[src/rtl/loader_pkg.sv]
// -----------------------------------------------------------------------------
// loader_pkg
// Shared definitions for the instruction loader: the loader FSM state
// encoding, the load-stream byte width and the number of bytes per word.
// -----------------------------------------------------------------------------
package loader_pkg;

    localparam int BYTE_W         = 8;
    localparam int BYTES_PER_WORD = 4;

    typedef enum logic [2:0] {
        ST_IDLE  = 3'd0,
        ST_COUNT = 3'd1,
        ST_BYTES = 3'd2,
        ST_WRITE = 3'd3,
        ST_DONE  = 3'd4,
        ST_ERR   = 3'd5
    } load_state_t;

    // True when the byte counter points at the final byte of a word
    function automatic logic is_last_byte(input logic [1:0] cnt);
        return (cnt == 2'(BYTES_PER_WORD - 1));
    endfunction

endpackage

[src/rtl/loader_word_assembler.sv]
// -----------------------------------------------------------------------------
// loader_word_assembler
// Packs incoming bytes big-endian into an instruction word. Only the first
// three bytes are stored; the fourth is combined on the fly so the complete
// word is available in the cycle the last byte is accepted.
// Ports:
//   CLK, RST          clock, synchronous active-low reset
//   i_shift_en        accept i_byte into the word this cycle
//   i_clear           restart at byte 0 (takes priority over i_shift_en)
//   i_byte            incoming byte
//   o_word_next       stored bytes followed by i_byte (the full word when
//                     o_word_complete is high)
//   o_word_complete   the byte being accepted is the last byte of the word
// -----------------------------------------------------------------------------
module loader_word_assembler
    import loader_pkg::*;
#(
    parameter int INST_WIDTH = 32
) (
    input  logic                  CLK,
    input  logic                  RST,
    input  logic                  i_shift_en,
    input  logic                  i_clear,
    input  logic [BYTE_W-1:0]     i_byte,
    output logic [INST_WIDTH-1:0] o_word_next,
    output logic                  o_word_complete
);

    localparam int SHIFT_W = INST_WIDTH - BYTE_W;

    logic [SHIFT_W-1:0] r_shift;
    logic [1:0]         r_byte_cnt;

    assign o_word_next     = {r_shift, i_byte};
    assign o_word_complete = i_shift_en && is_last_byte(r_byte_cnt);

    // Byte shift register and 2-bit byte position counter (wraps after byte 4)
    always_ff @(posedge CLK) begin
        if (!RST) begin
            r_shift    <= '0;
            r_byte_cnt <= 2'd0;
        end else if (i_clear) begin
            r_byte_cnt <= 2'd0;
        end else if (i_shift_en) begin
            r_shift    <= o_word_next[SHIFT_W-1:0];
            r_byte_cnt <= r_byte_cnt + 2'd1;
        end else begin
            r_byte_cnt <= r_byte_cnt;
        end
    end

endmodule

[src/rtl/instruction_loader.sv]
// -----------------------------------------------------------------------------
// instruction_loader
// Receives a byte stream (one word-count header byte N, then N big-endian
// 4-byte words), writes each word to instruction memory at consecutive
// addresses from 0 and holds the CPU in reset until the image is complete.
// Ports:
//   CLK, RST                     clock, synchronous active-low reset
//   Start                        load request (IDLE, DONE, ERR only)
//   Byte_In/Byte_Valid/Byte_Ready byte stream handshake
//   Mem_Write_En/Addr/Data       single-cycle memory write port
//   CPU_Hold                     low only once the load completed
//   Load_Done / Load_Error       load result (illegal header -> error)
// -----------------------------------------------------------------------------
module instruction_loader
    import loader_pkg::*;
#(
    parameter int INST_WIDTH = 32,
    parameter int ADDR_WIDTH = 6
) (
    input  logic                  CLK,
    input  logic                  RST,
    input  logic                  Start,
    input  logic [7:0]            Byte_In,
    input  logic                  Byte_Valid,
    output logic                  Byte_Ready,
    output logic                  Mem_Write_En,
    output logic [ADDR_WIDTH-1:0] Mem_Write_Addr,
    output logic [INST_WIDTH-1:0] Mem_Write_Data,
    output logic                  CPU_Hold,
    output logic                  Load_Done,
    output logic                  Load_Error
);

    // One extra index bit so that a full 2^ADDR_WIDTH-word image can be
    // compared against N without wrapping back to zero.
    localparam int IDX_W = ADDR_WIDTH + 1;
    localparam int CMP_W = (IDX_W > BYTE_W) ? IDX_W : BYTE_W;
    localparam logic [CMP_W-1:0] MAX_WORDS = {{(CMP_W-1){1'b0}}, 1'b1} << ADDR_WIDTH;

    load_state_t             r_state;
    load_state_t             w_state_next;
    logic [IDX_W-1:0]        r_word_idx;
    logic [IDX_W-1:0]        w_idx_inc;
    logic [BYTE_W-1:0]       r_num_words;
    logic                    w_accept;
    logic                    w_shift_en;
    logic                    w_clear;
    logic                    w_word_complete;
    logic                    w_hdr_illegal;
    logic                    w_last_word;
    logic [INST_WIDTH-1:0]   w_word_next;

    assign w_accept      = Byte_Valid && Byte_Ready;
    assign w_shift_en    = w_accept && (r_state == ST_BYTES);
    assign w_clear       = (r_state == ST_COUNT);
    assign w_idx_inc     = r_word_idx + {{(IDX_W-1){1'b0}}, 1'b1};
    assign w_hdr_illegal = (CMP_W'(Byte_In) == {CMP_W{1'b0}}) || (CMP_W'(Byte_In) > MAX_WORDS);
    assign w_last_word   = (CMP_W'(w_idx_inc) == CMP_W'(r_num_words));

    loader_word_assembler #(
        .INST_WIDTH (INST_WIDTH)
    ) u_assembler (
        .CLK             (CLK),
        .RST             (RST),
        .i_shift_en      (w_shift_en),
        .i_clear         (w_clear),
        .i_byte          (Byte_In),
        .o_word_next     (w_word_next),
        .o_word_complete (w_word_complete)
    );

    // Next-state logic of the load FSM
    always_comb begin
        w_state_next = r_state;
        case (r_state)
            ST_IDLE: begin
                if (Start) w_state_next = ST_COUNT;
                else       w_state_next = ST_IDLE;
            end
            ST_COUNT: begin
                if (w_accept) w_state_next = w_hdr_illegal ? ST_ERR : ST_BYTES;
                else          w_state_next = ST_COUNT;
            end
            ST_BYTES: begin
                if (w_word_complete) w_state_next = ST_WRITE;
                else                 w_state_next = ST_BYTES;
            end
            ST_WRITE: begin
                if (w_last_word) w_state_next = ST_DONE;
                else             w_state_next = ST_BYTES;
            end
            ST_DONE: begin
                if (Start) w_state_next = ST_COUNT;
                else       w_state_next = ST_DONE;
            end
            ST_ERR: begin
                if (Start) w_state_next = ST_COUNT;
                else       w_state_next = ST_ERR;
            end
            default: w_state_next = ST_IDLE;
        endcase
    end

    // State, counters and registered outputs (outputs decoded from next state)
    always_ff @(posedge CLK) begin
        if (!RST) begin
            r_state        <= ST_IDLE;
            r_word_idx     <= '0;
            r_num_words    <= '0;
            Byte_Ready     <= 1'b0;
            Mem_Write_En   <= 1'b0;
            Mem_Write_Addr <= '0;
            Mem_Write_Data <= '0;
            CPU_Hold       <= 1'b1;
            Load_Done      <= 1'b0;
            Load_Error     <= 1'b0;
        end else begin
            r_state      <= w_state_next;
            Byte_Ready   <= (w_state_next == ST_COUNT) || (w_state_next == ST_BYTES);
            Mem_Write_En <= (w_state_next == ST_WRITE);
            CPU_Hold     <= (w_state_next != ST_DONE);
            Load_Done    <= (w_state_next == ST_DONE);
            Load_Error   <= (w_state_next == ST_ERR);

            if ((r_state == ST_COUNT) && w_accept) begin
                r_num_words <= Byte_In;
                r_word_idx  <= '0;
            end else if (r_state == ST_WRITE) begin
                r_word_idx  <= w_idx_inc;
            end else begin
                r_word_idx  <= r_word_idx;
            end

            // Address/data are only updated when a write is issued
            if (w_state_next == ST_WRITE) begin
                Mem_Write_Addr <= r_word_idx[ADDR_WIDTH-1:0];
                Mem_Write_Data <= w_word_next;
            end else begin
                Mem_Write_Addr <= Mem_Write_Addr;
                Mem_Write_Data <= Mem_Write_Data;
            end
        end
    end

endmodule

[config.mk]
export PLATFORM = sky130hd
export DESIGN_NAME = instruction_loader
export DESIGN_NICKNAME = d
export VERILOG_FILES = /design/src/rtl/loader_pkg.sv /design/src/rtl/loader_word_assembler.sv /design/src/rtl/instruction_loader.sv
export SDC_FILE = /design/constraint.sdc
export NUM_CORES = 1
export LEC_CHECK = 0
export BUFFER_PORTS_ARGS = -buffer_cell sky130_fd_sc_hd__buf_2
export CAP_MARGIN = 20
export CORE_MARGIN = 4
export CORE_UTILIZATION = 40
export CTS_BUF_LIST = sky130_fd_sc_hd__clkbuf_16
export CTS_CLUSTER_DIAMETER = 50
export DETAILED_ROUTE_END_ITERATION = 10
export SLEW_MARGIN = 5
export SYNTH_ARGS = -nofsm -noshare
export SYNTH_HDL_FRONTEND = slang
export SYNTH_HIERARCHICAL = 1
export SYNTH_SLANG_ARGS = --single-unit
[constraint.sdc]
create_clock -name CLK -period 4.2 [get_ports CLK]
set_clock_uncertainty 0.2 [all_clocks]
set_input_delay 0.42 -clock CLK [delete_from_list [all_inputs] [get_ports CLK]]
set_output_delay 0.42 -clock CLK [all_outputs]
set_load 0.05 [all_outputs]
Word-level counts from Yosys, hierarchy flattened
Index checks and enable logic that the tools add are counted.

word-level totals
  flip-flop bits (word level) = 87
  bits of input ports = 12

operators by class
  add/subtract/negate cells = 2
  magnitude comparators = 1
  eq/ne operators = 13
  multiplexer cells = 8
  bitwise logic cells = 2
  reductions and logical operators = 11

operators by type and width
  kind                                                                   number
  3-bit case mux with 6 select lines                                     1
  3-bit two-way mux                                                      5
  3-bit by 2-bit == test with 1-bit output (second input constant)       4
  3-bit == test (second input constant)                                  4
  7-bit by 8-bit == test with 1-bit output                               1
  8-bit by 7-bit > comparator with 1-bit output (second input constant)  1
  8-bit zero test                                                        1
  7-bit by 1-bit adder with 7-bit output (second input constant)         1
  3-bit by 1-bit == test with 1-bit output (second input constant)       2
  1-bit logical AND                                                      4
  2-bit OR reduction                                                     2
  3-bit zero test                                                        1
  3-bit != test (second input constant)                                  1
  2-bit by 1-bit adder with 2-bit output (second input constant)         1
  2-bit == test (second input constant)                                  1
  1-bit logical OR                                                       2
  1-bit two-way mux                                                      2
  1-bit inverter                                                         2
  2-bit AND reduction                                                    1

Depth between registers and ports, before layout
  depth after elaboration = 7
  mapped depth = 8

Modules after synthesis
Netlist, hierarchy kept.

by module, submodules not included
  module                 instances  cells each  area each (um^2)
  instruction_loader     1          289         2529.9
  loader_word_assembler  1          105         1077.3

Worst setup path after synthesis
OpenSTA, ideal clock, no wires.

  kind = reg2reg
  start = register r_word_idx[0]
  end = register CPU_Hold
  library setup time = 0.127 ns
  arrival = 1.904 ns
  data required time = 3.873 ns
  slack = 1.969 ns
  cell stages (with the launch flop) = 8
  path buffers = 0
  path through = dfxtp_1 ha_1 xnor2_1 xnor2_1 or4_4 nor3_2 o21ai_2 or3_1

between the ends
  word-level cells in the longest chain between the ends = 5

RTL lines
  what                                      line                       RTL
  from (decl)                               instruction_loader.sv:42   logic [IDX_W-1:0] r_word_idx;
  from (signal assigned)                    instruction_loader.sv:129  r_word_idx <= w_idx_inc;
  from (signal assigned)                    instruction_loader.sv:131  r_word_idx <= r_word_idx;
  7-bit by 1-bit adder with 7-bit output    instruction_loader.sv:56   assign w_idx_inc = r_word_idx + {{(IDX_W-1){1'b0}}, 1'b1};
  7-bit by 8-bit == test with 1-bit output  instruction_loader.sv:58   assign w_last_word = (CMP_W'(w_idx_inc) == CMP_W'(r_num_words));
  3-bit two-way mux                         instruction_loader.sv:89   if (w_last_word) w_state_next = ST_DONE;
  3-bit case mux with 6 select lines        instruction_loader.sv:75   case (r_state)
  3-bit != test                             instruction_loader.sv:121  CPU_Hold <= (w_state_next != ST_DONE);
  to (signal assigned)                      instruction_loader.sv:121
  to (decl)                                 instruction_loader.sv:29   output logic CPU_Hold,

Every way passes these cells.
A chain may end at the register's enable or synchronous reset.

Worst setup path after layout
Same ends and word-level chain as after synthesis.

==> impl_metrics.ini <==
[status]
status = finished clean

[worst_setup_path]
crit_arrival_ns = 2.51
cp_top_family = simple AND/OR/NAND/NOR gates
crit_type = flip-flop to flip-flop
crit_top_cell = nand3_1
critical_path.max_stage_delay_ns = 0.47
critPathLaunchType = flip-flop
cp-end-kind = flip-flop
path_max_fanout = 6
critPathSlowestCell = dfxtp_1
crit_required_ns = 4.22
path_cells = ha_1 > nand3_1 > nor3b_1 > o22ai_1 > o21ai_0 > nand3_1 > or3_1
cp_num_buf_inv = 0

[synthesis]
synth-seq-area-share = 0.4828
synth-edff-count = 0
yosys_warnings = 6
ys_dominant_reg_cell = dfxtp_1
syn-cell-area_sq_mm = 0.003607
yosysUniqueCellTypes = 43
syn_nets = 408
ys_seq_elements = 87
synthCells = 394
avgSynthCellArea_sq_um = 9.155
synthArstFlopShare = 0

[pwr]
swShare = 0.1993
p_per_area_mw_per_mm2 = 427.2
power_switching_w = 0.0003557
p_leak_nw = 1.592
combPwrFrac = 0.033
p_clk_frac = 0.500
irDropWorstVdd_v = 0.0002305
p_int_w = 0.001429
seqPwrFrac = 0.467

[cts]
cts_post_setup_buffers_inserted = 0
numCtsBuffers = 9
cts-hold-fix-buffers = 0
h-tree-depth = 3
clk_latency_ns = 0.33
clkTransAtPathRegs_ns = 0.06
cts_tree = built
cts_resized = 0
cts.sinks = 87
cts-root-buf = clkbuf_16
clockBufferDepth = 2

[timing]
slew_headroom = 0.4161
grt_setup_unrepaired = false
fin_crit_sh = 0.5943
timing.hold.ws_ns = 0.1745
tns_ns = 0
worstMarginPinSlew_ns = 0.8739
finalMaxSlewViolations = 0
fmax_ghz = 0.4007
period_needed_ns = 2.496
setup_viol = 0
final-hold-violation-count = 0

[layout]
fin_nets = 446
areaGrowthSynthToFinish_pct = 15.82
n_antenna_cell = 0
fillCellCount = 843
post-route-util = 0.4767
drive_above_1_share = 0.1835

[placed_design]
io_buffers = 54
hpwl_um = 5177
place_congestion = 0.7756

[grt]
antenna_found_initial = 0
grt_max_degree = 46
grt_pass1_wl_um = 12770
grt_overflow = 0
first_global_vias = 2577
grt.total_usage = 0.1552

[routing]
drc = 0
ant_nets = 0
wl_met3_um = 289
wl_per_cell_um = 13.99
vias_per_cell = 4.934
drt_first_pass_iters = 6
wl_met1_um = 3841
via_count = 2684
drt_iter0_drc = 93
routed.top_layer = met4
wl_um = 7613
wl_met2_um = 3342

[die]
num_rows = 34
dieArea_sq_mm = 0.01060
start_util = 0.4116
die_w_um = 103.0
pin_count = 55
core-area_sq_mm = 0.008763
dieHeight_um = 103.0

[job]
max-cap-violations = 0

[hold_path]
min_path_type = primary input to flip-flop
## power by group through the flow
stage	clock, W	combinational, W	sequential (W)
6_report	0.000892	0.0000595	0.000833
5_1_grt	0.000955	0.0000651	0.000833
4_1_cts	0.000920	0.0000603	0.000833
3_5_place_dp	0	0.0000600	0.000851
3_3_place_gp	0	0.0000594	0.000851
2_1_floorplan	0	0.0000410	0.000855
## cell usage after synthesis, drive strengths merged (2+ instances only)
cell type    n  area (sq um)
nor3         4         25.02
o21ai        2         13.76
and3         3         18.77
clkbuf      11         41.29
xor2         5         43.79
ha           2         25.02
nand2      115         431.7
nor2        15         56.30
nand3        4         20.02
a31oi        2         12.51
mux2i       34         340.3
buf         20         158.9
xnor2       13         113.9
nor2b        9         63.81
a21boi      38         285.3
nor4         2         12.51
nand2b       3         18.77
nor3b        2         15.01
dfxtp       87          1742
and2         4         27.52
inv          4         15.01
## path summary, 6_finish.rpt
check | startpoint | cells past startpoint | slack (ns) | to
setup reg to reg | r_word_idx[0]$_SDFFE_PP0N_ | 7 | 1.70 | CPU_Hold$_SDFF_PN1_
hold / removal | Byte_In[0] | 3 | 0.17 | Mem_Write_Data[0]$_SDFFE_PN0N_
hold reg to reg | u_assembler/r_shift[20]$_SDFFE_PN0P_ | 2 | 0.26 | u_assembler/r_shift[20]$_SDFFE_PN0P_
setup / recovery | r_word_idx[0]$_SDFFE_PP0N_ | 7 | 1.70 | CPU_Hold$_SDFF_PN1_
## cell type report
| cell class | count | area (sq um) | area share |
|---|---|---|---|
| Inverter | 4 | 15.01 | 0.003594 |
| Clock buffer | 9 | 225.2 | 0.05391 |
| Multi-Input combinational cell | 272 | 1650 | 0.3950 |
| Clock inverter | 6 | 110.1 | 0.02636 |
| Sequential cell | 87 | 1742 | 0.4169 |
| Tap cell | 108 | 135.1 | 0.03235 |
| Timing Repair Buffer | 58 | 300.3 | 0.07188 |
## layout by cell type (no fill, tap or decap), types with 3 or more instances in the layout
| cell | synthesis | routed |
|---|---|---|
| dfxtp_1 | 87 | 87 |
| bufinv_16 | 0 | 3 |
| xor2_1 | 5 | 5 |
| xnor2_1 | 13 | 13 |
| nor2_1 | 15 | 15 |
| nor3_1 | 3 | 3 |
| inv_1 | 4 | 5 |
| a21boi_0 | 38 | 38 |
| nand2_1 | 115 | 115 |
| buf_2 | 8 | 54 |
| nor2b_1 | 8 | 8 |
| clkbuf_16 | 0 | 9 |
| buf_4 | 9 | 4 |
| and3_1 | 3 | 3 |
| nand2b_1 | 3 | 3 |
| nand3_1 | 4 | 4 |
| mux2i_1 | 34 | 34 |
## state kept, by name, indices dropped and copies added, names as in the netlist
| signal | count |
|---|---|
| r_num_words | 8 |
| Mem_Write_En | 1 |
| u_assembler/r_shift | 24 |
| Mem_Write_Addr | 6 |
| Load_Done | 1 |
| Byte_Ready | 1 |
| r_state | 3 |
| Mem_Write_Data | 32 |
| u_assembler/r_byte_cnt | 2 |
| CPU_Hold | 1 |
| Load_Error | 1 |
| r_word_idx | 7 |
## routing by layer
layer,GRT usage,vias to the layer above
met1,0.2126,1257
met4,0.05976,0
met3,0.03315,14
met5,0,-
met2,0.2393,42
li1,-,1371
## stage by stage
stage               cells  total power [W]  setup slack, ns  instance area (sq um)
floorplan             394        0.0008962            1.969                   3607
global placement      529        0.0009108            1.621                   3842
detailed placement    529        0.0009115            1.517                   3842
CTS                   544         0.001813            1.687                   4178
global route          544         0.001853            1.463                   4178
finish                544         0.001785            1.704                   4178
## tightest hold or removal path, delay by kind of cell
kind            cells  cell delay [ns]
compound gates      1             0.06
simple gates        1             0.05
buf+inv             1             0.12
## cells by family (layout without fill, tap and decap cells)
| logic type | count (synthesis) | in the layout | synth area share |
|---|---|---|---|
| AO/OA/AOI/OAI | 50 | 50 | 0.1044 |
| XOR/XNOR | 18 | 18 | 0.04370 |
| adder cells (fa/ha/maj) | 2 | 2 | 0.006936 |
| buffers and inverters | 35 | 77 | 0.05966 |
| flip-flops | 87 | 87 | 0.4828 |
| multiplexers | 34 | 34 | 0.09435 |
| AND/OR/NAND/NOR | 168 | 168 | 0.2081 |
No activity file was read; power rests on OpenSTA's default activity.
